## src/rtl/spi_master_fsm_if.sv

```systemverilog
`default_nettype none
// ============================================================================
//  Module   : spi_master_fsm_if
//  Purpose  : Host command/response bus plus SPI pin bundle for spi_master_fsm.
//  Revision : 1.0  initial release
//
//  Signals:
//    start  host -> master  single-cycle command strobe
//    rw     host -> master  1 = read, 0 = write
//    addr   host -> master  7-bit target address
//    wdata  host -> master  write data byte
//    busy   master -> host  frame in progress (through done cycle)
//    done   master -> host  one-cycle end-of-frame pulse
//    rdata  master -> host  last read byte
//    cs     master -> pins  chip select, active-low
//    sclk   master -> pins  SPI clock, idle low
//    mosi   master -> pins  serial data out
//    miso   pins -> master  serial data in
//
//  Modports: master (the initiator), slave (host/responder side).
// ============================================================================
interface spi_master_fsm_if;
  logic       start;
  logic       rw;
  logic [6:0] addr;
  logic [7:0] wdata;
  logic       busy;
  logic       done;
  logic [7:0] rdata;
  logic       cs;
  logic       sclk;
  logic       mosi;
  logic       miso;

  modport master (
    input  start, rw, addr, wdata, miso,
    output busy, done, rdata, cs, sclk, mosi
  );

  modport slave (
    output start, rw, addr, wdata, miso,
    input  busy, done, rdata, cs, sclk, mosi
  );
endinterface
`default_nettype wire

```

## src/rtl/spi_master_fsm.sv

```systemverilog
`default_nettype none
// ============================================================================
//  Module   : spi_master_fsm
//  Purpose  : SPI initiator (mode 0, MSB first). Sends header {addr, rw},
//             then either a write byte or, after READ_GAP idle sclk periods,
//             captures a read byte from miso.
//  Revision : 1.0  initial release
//
//  Ports:
//    clk    system clock, all logic on posedge
//    reset  synchronous, active-high
//    bus    spi_master_fsm_if.master (host command/response + SPI pins)
//
//  Parameters:
//    CLK_DIV   clk cycles per sclk half-period (>= 1)
//    READ_GAP  idle sclk periods between header and read data
//
//  Build option:
//    SPI_CS_HOLD_EN  inserts a HOLD state of CLK_DIV cycles (cs low, sclk low)
//                    between the last sclk low phase and FINISH.
// ============================================================================
module spi_master_fsm #(
  parameter int CLK_DIV  = 2,
  parameter int READ_GAP = 2
) (
  input  wire logic         clk,
  input  wire logic         reset,
  spi_master_fsm_if.master  bus
);

  localparam int HW = (CLK_DIV > 1) ? $clog2(CLK_DIV) : 1;
  localparam int BW = $clog2(8 + READ_GAP + 1);

  localparam logic [2:0] c_ST_IDLE   = 3'd0;
  localparam logic [2:0] c_ST_SETUP  = 3'd1;
  localparam logic [2:0] c_ST_HEADER = 3'd2;
  localparam logic [2:0] c_ST_GAP    = 3'd3;
  localparam logic [2:0] c_ST_WDATA  = 3'd4;
  localparam logic [2:0] c_ST_RDATA  = 3'd5;
  localparam logic [2:0] c_ST_HOLD   = 3'd6;
  localparam logic [2:0] c_ST_FINISH = 3'd7;

  localparam logic [HW-1:0] c_HALF_LAST = HW'(CLK_DIV - 1);
  localparam logic [BW-1:0] c_BYTE_LAST = BW'(7);
  localparam logic [BW-1:0] c_GAP_LAST  = BW'((READ_GAP > 0) ? READ_GAP - 1 : 0);
  localparam logic [2:0]    c_READ_NEXT = (READ_GAP > 0) ? c_ST_GAP : c_ST_RDATA;
`ifdef SPI_CS_HOLD_EN
  localparam logic [2:0]    c_DATA_NEXT = c_ST_HOLD;
`else
  localparam logic [2:0]    c_DATA_NEXT = c_ST_FINISH;
`endif

  logic [2:0]    r_state;
  logic [HW-1:0] r_hcnt;   // cycles elapsed in current half-period
  logic          r_phase;  // 0 = sclk high half, 1 = sclk low half
  logic [BW-1:0] r_bcnt;   // sclk periods completed in current state
  logic          r_rw;
  logic [7:0]    r_wdata;
  logic [7:0]    r_tx;     // mosi is always r_tx[7]
  logic [7:0]    r_rx;
  logic [7:0]    r_rdata;

  logic          w_half_end;
  logic          w_bit_state;
  logic          w_active;
  logic          w_last_bit;
  logic [2:0]    w_next;

  assign w_half_end  = (r_hcnt == c_HALF_LAST);
  assign w_bit_state = (r_state == c_ST_HEADER) || (r_state == c_ST_GAP) ||
                       (r_state == c_ST_WDATA)  || (r_state == c_ST_RDATA);
  assign w_active    = (r_state != c_ST_IDLE) && (r_state != c_ST_FINISH);
  assign w_last_bit  = (r_state == c_ST_GAP) ? (r_bcnt == c_GAP_LAST)
                                             : (r_bcnt == c_BYTE_LAST);

  always_comb begin
    w_next = c_DATA_NEXT;
    case (r_state)
      c_ST_HEADER: w_next = r_rw ? c_READ_NEXT : c_ST_WDATA;
      c_ST_GAP:    w_next = c_ST_RDATA;
      default:     w_next = c_DATA_NEXT;
    endcase
  end

  always_ff @(posedge clk) begin
    if (reset) begin
      r_state <= c_ST_IDLE;
      r_hcnt  <= '0;
      r_phase <= 1'b0;
      r_bcnt  <= '0;
      r_rw    <= 1'b0;
      r_wdata <= 8'h00;
      r_tx    <= 8'h00;
      r_rx    <= 8'h00;
      r_rdata <= 8'h00;
    end else begin
      case (r_state)
        c_ST_IDLE: begin
          if (bus.start) begin
            r_rw    <= bus.rw;
            r_wdata <= bus.wdata;
            r_tx    <= {bus.addr, bus.rw};
            r_hcnt  <= '0;
            r_state <= c_ST_SETUP;
          end
        end

        c_ST_SETUP: begin
          if (w_half_end) begin
            r_hcnt  <= '0;
            r_phase <= 1'b0;
            r_bcnt  <= '0;
            r_state <= c_ST_HEADER;
          end else begin
            r_hcnt <= r_hcnt + HW'(1);
          end
        end

        c_ST_HEADER, c_ST_GAP, c_ST_WDATA, c_ST_RDATA: begin
          if (!w_half_end) begin
            r_hcnt <= r_hcnt + HW'(1);
          end else begin
            r_hcnt <= '0;
            if (!r_phase) begin
              // Falling sclk: mosi advances here so it is stable at the next rise.
              // After the last header bit the write byte is preloaded; every
              // other stream ends with mosi held low.
              r_phase <= 1'b1;
              if (w_last_bit)
                r_tx <= (r_state == c_ST_HEADER && !r_rw) ? r_wdata : 8'h00;
              else
                r_tx <= {r_tx[6:0], 1'b0};
            end else begin
              r_phase <= 1'b0;
              if (w_last_bit) begin
                r_bcnt  <= '0;
                r_state <= w_next;
              end else begin
                r_bcnt <= r_bcnt + BW'(1);
              end
            end
          end
          // miso is captured at the end of the first clk cycle with sclk high.
          if (r_state == c_ST_RDATA && !r_phase && r_hcnt == '0)
            r_rx <= {r_rx[6:0], bus.miso};
        end

`ifdef SPI_CS_HOLD_EN
        c_ST_HOLD: begin
          if (w_half_end) begin
            r_hcnt  <= '0;
            r_state <= c_ST_FINISH;
          end else begin
            r_hcnt <= r_hcnt + HW'(1);
          end
        end
`endif

        c_ST_FINISH: begin
          if (r_rw)
            r_rdata <= r_rx;
          r_state <= c_ST_IDLE;
        end

        default: r_state <= c_ST_IDLE;
      endcase
    end
  end

  assign bus.cs    = ~w_active;
  assign bus.sclk  = w_bit_state & ~r_phase;
  assign bus.mosi  = w_active & r_tx[7];
  assign bus.busy  = (r_state != c_ST_IDLE);
  assign bus.done  = (r_state == c_ST_FINISH);
  assign bus.rdata = r_rdata;

endmodule
`default_nettype wire
```

## src/flat_wrapper.sv

```systemverilog
// flat-port wrapper written by rule: the top's interface ports become plain ports
module spi_master_fsm_flat 
#(
  parameter int CLK_DIV  = 2,
  parameter int READ_GAP = 2
)
  (clk, reset, bus_start, bus_rw, bus_addr, bus_wdata, bus_miso, bus_busy, bus_done, bus_rdata, bus_cs, bus_sclk, bus_mosi);
  spi_master_fsm_if bus_i ();
  input  wire logic clk;
  input  wire logic reset;
  input wire logic [$bits(bus_i.start)-1:0] bus_start;
  input wire logic [$bits(bus_i.rw)-1:0] bus_rw;
  input wire logic [$bits(bus_i.addr)-1:0] bus_addr;
  input wire logic [$bits(bus_i.wdata)-1:0] bus_wdata;
  input wire logic [$bits(bus_i.miso)-1:0] bus_miso;
  output wire logic [$bits(bus_i.busy)-1:0] bus_busy;
  output wire logic [$bits(bus_i.done)-1:0] bus_done;
  output wire logic [$bits(bus_i.rdata)-1:0] bus_rdata;
  output wire logic [$bits(bus_i.cs)-1:0] bus_cs;
  output wire logic [$bits(bus_i.sclk)-1:0] bus_sclk;
  output wire logic [$bits(bus_i.mosi)-1:0] bus_mosi;
  assign bus_i.start = bus_start;
  assign bus_i.rw = bus_rw;
  assign bus_i.addr = bus_addr;
  assign bus_i.wdata = bus_wdata;
  assign bus_i.miso = bus_miso;
  assign bus_busy = bus_i.busy;
  assign bus_done = bus_i.done;
  assign bus_rdata = bus_i.rdata;
  assign bus_cs = bus_i.cs;
  assign bus_sclk = bus_i.sclk;
  assign bus_mosi = bus_i.mosi;
  spi_master_fsm #(.CLK_DIV(CLK_DIV), .READ_GAP(READ_GAP)) u_core (.clk(clk), .reset(reset), .bus(bus_i));
endmodule
```

## config.mk

```make
export PLATFORM = sky130hd
export DESIGN_NAME = spi_master_fsm_flat
export DESIGN_NICKNAME = d
export VERILOG_FILES = /design/src/rtl/spi_master_fsm_if.sv /design/src/rtl/spi_master_fsm.sv /design/src/flat_wrapper.sv
export SDC_FILE = /design/constraint.sdc
export NUM_CORES = 1
export LEC_CHECK = 0
export BUFFER_PORTS_ARGS = -buffer_cell sky130_fd_sc_hd__buf_2
export CORE_UTILIZATION = 51
export CTS_BUF_LIST = sky130_fd_sc_hd__clkbuf_4 sky130_fd_sc_hd__clkbuf_8 sky130_fd_sc_hd__clkbuf_16
export CTS_CLUSTER_DIAMETER = 40
export DETAILED_ROUTE_END_ITERATION = 16
export PLACE_DENSITY = 0.79
export SLEW_MARGIN = 20
export SYNTH_ARGS = -nofsm -noshare
export SYNTH_HDL_FRONTEND = slang
export SYNTH_SLANG_ARGS = --single-unit
export TNS_END_PERCENT = 30
```

## constraint.sdc

```tcl
create_clock -name clk -period 3 [get_ports clk]
set_input_delay 0.3 -clock clk [delete_from_list [all_inputs] [get_ports clk]]
set_output_delay 0.3 -clock clk [all_outputs]
set_load 0.01 [all_outputs]
```

* Word level (Yosys, flattened, before mapping) *
Index checks and enable logic that the tools add are counted.

word-level totals
  word-level logic and storage cells = 82
  output and inout bits = 13
  bits of input ports = 20
  register bits = 42
  memory bits (read-only) = 0
  RAM bits = 0
  memories kept = 0
  bits in latches = 0

operators by class
  add/sub/neg operators = 2
  equality and inequality tests = 15
  muxes and demuxes = 27
  magnitude comparators = 0
  multipliers = 0
  bitwise operators = 5
  reductions and logical operators = 24
  shift-type cells = 0
  div/mod/pow operators = 0

operators with widths
  kind                                            count
  2-to-1 mux 8 bit                                5
  2-to-1 mux 3 bit                                6
  2-to-1 mux 4 bit                                4
  case mux 8 bit (2 select lines)                 1
  == test 3 bit (second input constant)           3
  case mux 3 bit (3 select lines)                 1
  != test 2 x 1 -> 1 bit (second input constant)  4
  case mux 4 bit (2 select lines)                 1
  AND reduction 2 bit                             4
  AND reduction 4 bit                             2
  == test 3 x 2 -> 1 bit (second input constant)  2
  2-to-1 mux 1 bit                                6
  case mux 3 bit (2 select lines)                 1
  nonzero test 2 bit                              3
  AND reduction 5 bit                             1
  OR reduction 5 bit                              1
  adder 4 x 1 -> 4 bit (second input constant)    1
  == test 4 x 1 -> 1 bit (second input constant)  1
  == test 4 x 3 -> 1 bit (second input constant)  1
  logical AND 1 bit                               4
  != test 2 bit (second input constant)           2
  case mux 1 bit (2 select lines)                 2
  OR reduction 4 bit                              1
  == test 3 x 1 -> 1 bit (second input constant)  1
  9 further kinds                                 15

* Longest topological paths before layout *
  depth after elaboration = 7
  depth in mapped cells = 9

* Worst setup path before layout *
OpenSTA, ideal clock, no wires.

  kind = flip-flop to flip-flop
  start point = reg u_core.r_state[2]
  end point = reg u_core.r_tx[1]
  cell stages (with the launch flop) = 9
  data required time = 2866 ps
  clock period less this slack = 2115 ps
  path slack = 885 ps
  data arrival time = 1981 ps
  setup time = 134 ps
  path through = dfxtp_1 > buf_4 > inv_1 > ha_1 > buf_2 > or4b_1 > a21o_1 > a221oi_1 > a211oi_1

on the way
  cells in the longest elaborated chain, start to end = 7
  elaborated cells between the ends (all ways) = 18
  those cells by class = eq/ne: 7; mux: 6; reduce/logical: 5

ends and longest elaborated chain
  element                          RTL line                                     source
  start: declaration               spi_master_fsm.sv:53                         logic [2:0] r_state;
  start signal: assignment         spi_master_fsm.sv:87                         r_state <= c_ST_IDLE;
  start signal: assignment         spi_master_fsm.sv:104                        r_state <= c_ST_SETUP;
  start signal: assignment         spi_master_fsm.sv:113                        r_state <= c_ST_HEADER;
  == test 3 x 2 -> 1 bit           spi_master_fsm.sv:97, spi_master_fsm.sv:130
  logical AND 1 bit                spi_master_fsm.sv:130                        r_tx <= (r_state == c_ST_HEADER && !r_rw) ? r_wdata : 8'h00;
  2-to-1 mux 8 bit                 spi_master_fsm.sv:130
  2-to-1 mux 8 bit                 spi_master_fsm.sv:129                        if (w_last_bit)
  2-to-1 mux 8 bit                 spi_master_fsm.sv:124                        if (!r_phase) begin
  2-to-1 mux 8 bit                 spi_master_fsm.sv:120                        if (!w_half_end) begin
  case mux 8 bit (2 select lines)  spi_master_fsm.sv:97                         case (r_state)
  end signal: assignment           spi_master_fsm.sv:102                        r_tx <= {bus.addr, bus.rw};
  end signal: assignment           spi_master_fsm.sv:130
  end signal: assignment           spi_master_fsm.sv:132                        r_tx <= {r_tx[6:0], 1'b0};
  end: declaration                 spi_master_fsm.sv:59                         logic [7:0] r_tx;

Parallel ways exist; a longest one is shown, timed or not. The select of a mux whose other input is x is not followed.
A chain may end at the register's enable or synchronous reset.

* Worst setup path after layout *
  start point = reg u_core.r_state[2]
  end point = reg u_core.r_tx[3]

The elaborated chain is that of the path after synthesis.

==> impl_results.md <==
* Post-CTS Hold Buffers at 0
* Final std cell area, no fill at 0.00228 sq mm
* Cell Pwr Density at between 800 and 900 mW/mm^2
* # IOs at 33
* Top post-synthesis cells by area: dfxtp_1, nand2_1, a21oi_1
* YS warnings at 0
* Die height at 64.1 microns
* # setup viols final at 0
* Dpl ws at 0.699 ns
* Commonest non-fill, non-tap cell in the layout: dfxtp_1
* Kind of critical path: reg2reg
* Slew Viols, Final at 0
* Area added between synthesis and finish at 16.1%
* Largest net degree at the start of global routing at 37
* Synth Area in Compound Gates at 18.0%
* Final hold vios at 0
* Global-route wire length before repair at 7.04 mm
* Worst VDD drop at just under 0.4 mV
* Initial antenna violation count at 0
* Die X at around 64 microns
* Drt wl/cell at around 13 microns
* Leakage at 0.992 nW
* WP data arrival at 2.53 ns
* CTS max path bufs at 2
* Overflow after GRT at 0
* Number of H-tree levels at 2
* Most frequent cells in the layout: dfxtp_1, nand2_1, buf_2, nor2_1, a21oi_1
* Initial Util at 53.4%
* CP max stage delay at around 0.60 ns
* Final period util at 78.6%
* Relative slew slack at 66.3%
* Clk_lat worst skew at approximately 0.30 ns
* Mapped Avg Cell Area at 8.30 sq um
* CP top delay family: compound AO/OA/AOI/OAI gates
* CP Max Fanout at 18
* Worst path slowest cell: ha_1
* Port Buffers at 32
* Mux contribution to synthesized area at approximately 6.7%
* Primary FF master, synth: dfxtp_1
* Max-cap viol count at 0
* Adder-cell area share of the yosys netlist at 2.54%
* Least-Margin Pin Slew at 0.501 ns
* Row cnt at 22
* Largest area contributor in the netlist: dfxtp_1
* Yosys cell types at 40
* Fin nets at 291
* Worst EP required at 3.17 ns
* CTS resizes at 0
* Min Tclk post-route at 2.36 ns
* Post-Place Cell Area at 0.00217 sq mm
* CTS Sinks at 42
* Syn_nets at 261
* Crit start category: flip-flop
* Crit-path cells: inv_1, ha_1, or4b_1, a21o_1, a221oi_1, a211oi_1
* TritonCTS Buffers at 5
* DR vias at 1781
* Hold WS at 0.230 ns
* Final wirelength at 4.26 mm
* Status: completed
* Mapped Area at 0.00197 sq mm
* Number of global-route vias before repair at 1592
* Total negative slack at 0 ns
* Clk pin slew, worst setup/hold paths at 0.08 ns
* CP Capture Type: flip-flop
* HP Class: in2reg
* Simple-Gate Fraction of Synth Area at roughly a quarter
* DR vias/cell at 5.64
* Worst path buffer plus inverter count at 1
* Drt first-iter violations at 111
* Post-Route Skew at 0.00265 ns
* Unrepaired setup endpoints after global routing: false
* Setup WS post-layout at 0.641 ns
* Residual DRC count at 0
* Number of synthesized register bits at between 40 and 50
* Placer Congestion at 0.830
* Synth top area share at a little over two fifths
* Main combinational cell family by area after synthesis: simple AND/OR/NAND/NOR gates
* Core ar. at 0.00369 sq mm
* Ys async rst share at 0%
* Fraction of layout cells with a size suffix above 1 at 18.7%
* Root Buffer: clkbuf_8
* TritonRoute pass-1 iters at 4
* Die ar. at 0.00411 sq mm
* CTS tree: yes
* Post-DP HPWL at ~3.0 mm
* Mapped Cells at roughly 240
* Setup bufs post-CTS at 0
* Register area share after synthesis at 42.7%
* Post-synth EDFFs at 0
* # diodes at 0
* XOR/XNOR share of the synthesized area at 0%
* Fmax at roughly 0.42 GHz
* Post-DRT Antenna Nets at 0
* Total GRT Usage at 22.5%
[per-layer routing]
metal	global-route usage [%]	vias up	wire length, microns
met5	0	-	0
met4	8.33	0	73
met3	6.96	7	245
met2	37.5	43	2030
met1	27.0	833	1910
li1	-	898	-
[where the power goes]
group,internal (mW),leakage (nW),total [mW],switching [mW]
clock network,0.249,0.0585,0.447,0.198
registers,0.644,0.342,0.719,0.0749
logic,0.289,0.592,0.695,0.406
[cell type report]
type                       count  area (sq um)
tap                           48          60.1
timing repair buffer          38           205
multi-input combinational    176          1050
fill                         349          1400
clock inverter                 3          43.8
inverter                       4          15.0
clock buffer                   5          68.8
sequential                    42           841
[cells by family after synthesis]
group / count (synthesis)
flip-flops: 42
AO/OA/AOI/OAI: 54
adder cells (fa/ha/maj): 4
buffers and inverters: 19
multiplexers: 13
AND/OR/NAND/NOR: 105
[worst min-delay path: cells and delay by family]
| kind | cells | cell delay (ns) |
|---|---|---|
| mux | 1 | 0.05 |
| simple gates | 1 | 0.07 |
| buf+inv | 1 | 0.07 |
[stage by stage]
stage	total power [mW]	cells	utilization, %
floorplan	1.24	237	-
detailed placement	1.42	308	58.9
CTS	1.87	316	61.9
global route	1.99	316	61.9
global placement	1.40	308	58.9
finish	1.86	316	61.9
[state kept, by name, indices dropped and copies added, names as in the netlist]
name / cells
u_core.r_rw: 1
u_core.bus.rdata: 8
u_core.r_bcnt: 4
u_core.r_state: 3
u_core.r_wdata: 8
u_core.r_tx: 8
u_core.r_hcnt: 1
u_core.r_rx: 8
u_core.r_phase: 1
[path summary, 6_finish.rpt]
kind                            slack (ns)                  end                 from  cells after the start
worst max-delay path                  0.64       u_core.r_tx[3]    u_core.r_state[2]                      6
worst min-delay path                  0.23       u_core.r_rx[0]             bus_miso                      3
worst max register to register        0.64       u_core.r_tx[3]    u_core.r_state[2]                      6
worst min register to register        0.45  u_core.bus.rdata[5]  u_core.bus.rdata[5]                      2
[synthesized netlist by cell type (2+ instances only)]
library cell and number:
or3b_1 2, a21oi_1 24, o21ai_0 4, dfxtp_1 42, inv_1 3, and3_1 2, a21o_1 2, nand2b_1 7
nor3_1 4, nand3_1 9, ha_1 4, nand2_1 40, mux2i_1 12, nor2_1 26, nor3b_1 2, a221oi_1 9
and2_1 2, nand4_1 3, clkbuf_1 12, a211oi_1 8
No activity file was read; power rests on OpenSTA's default activity.
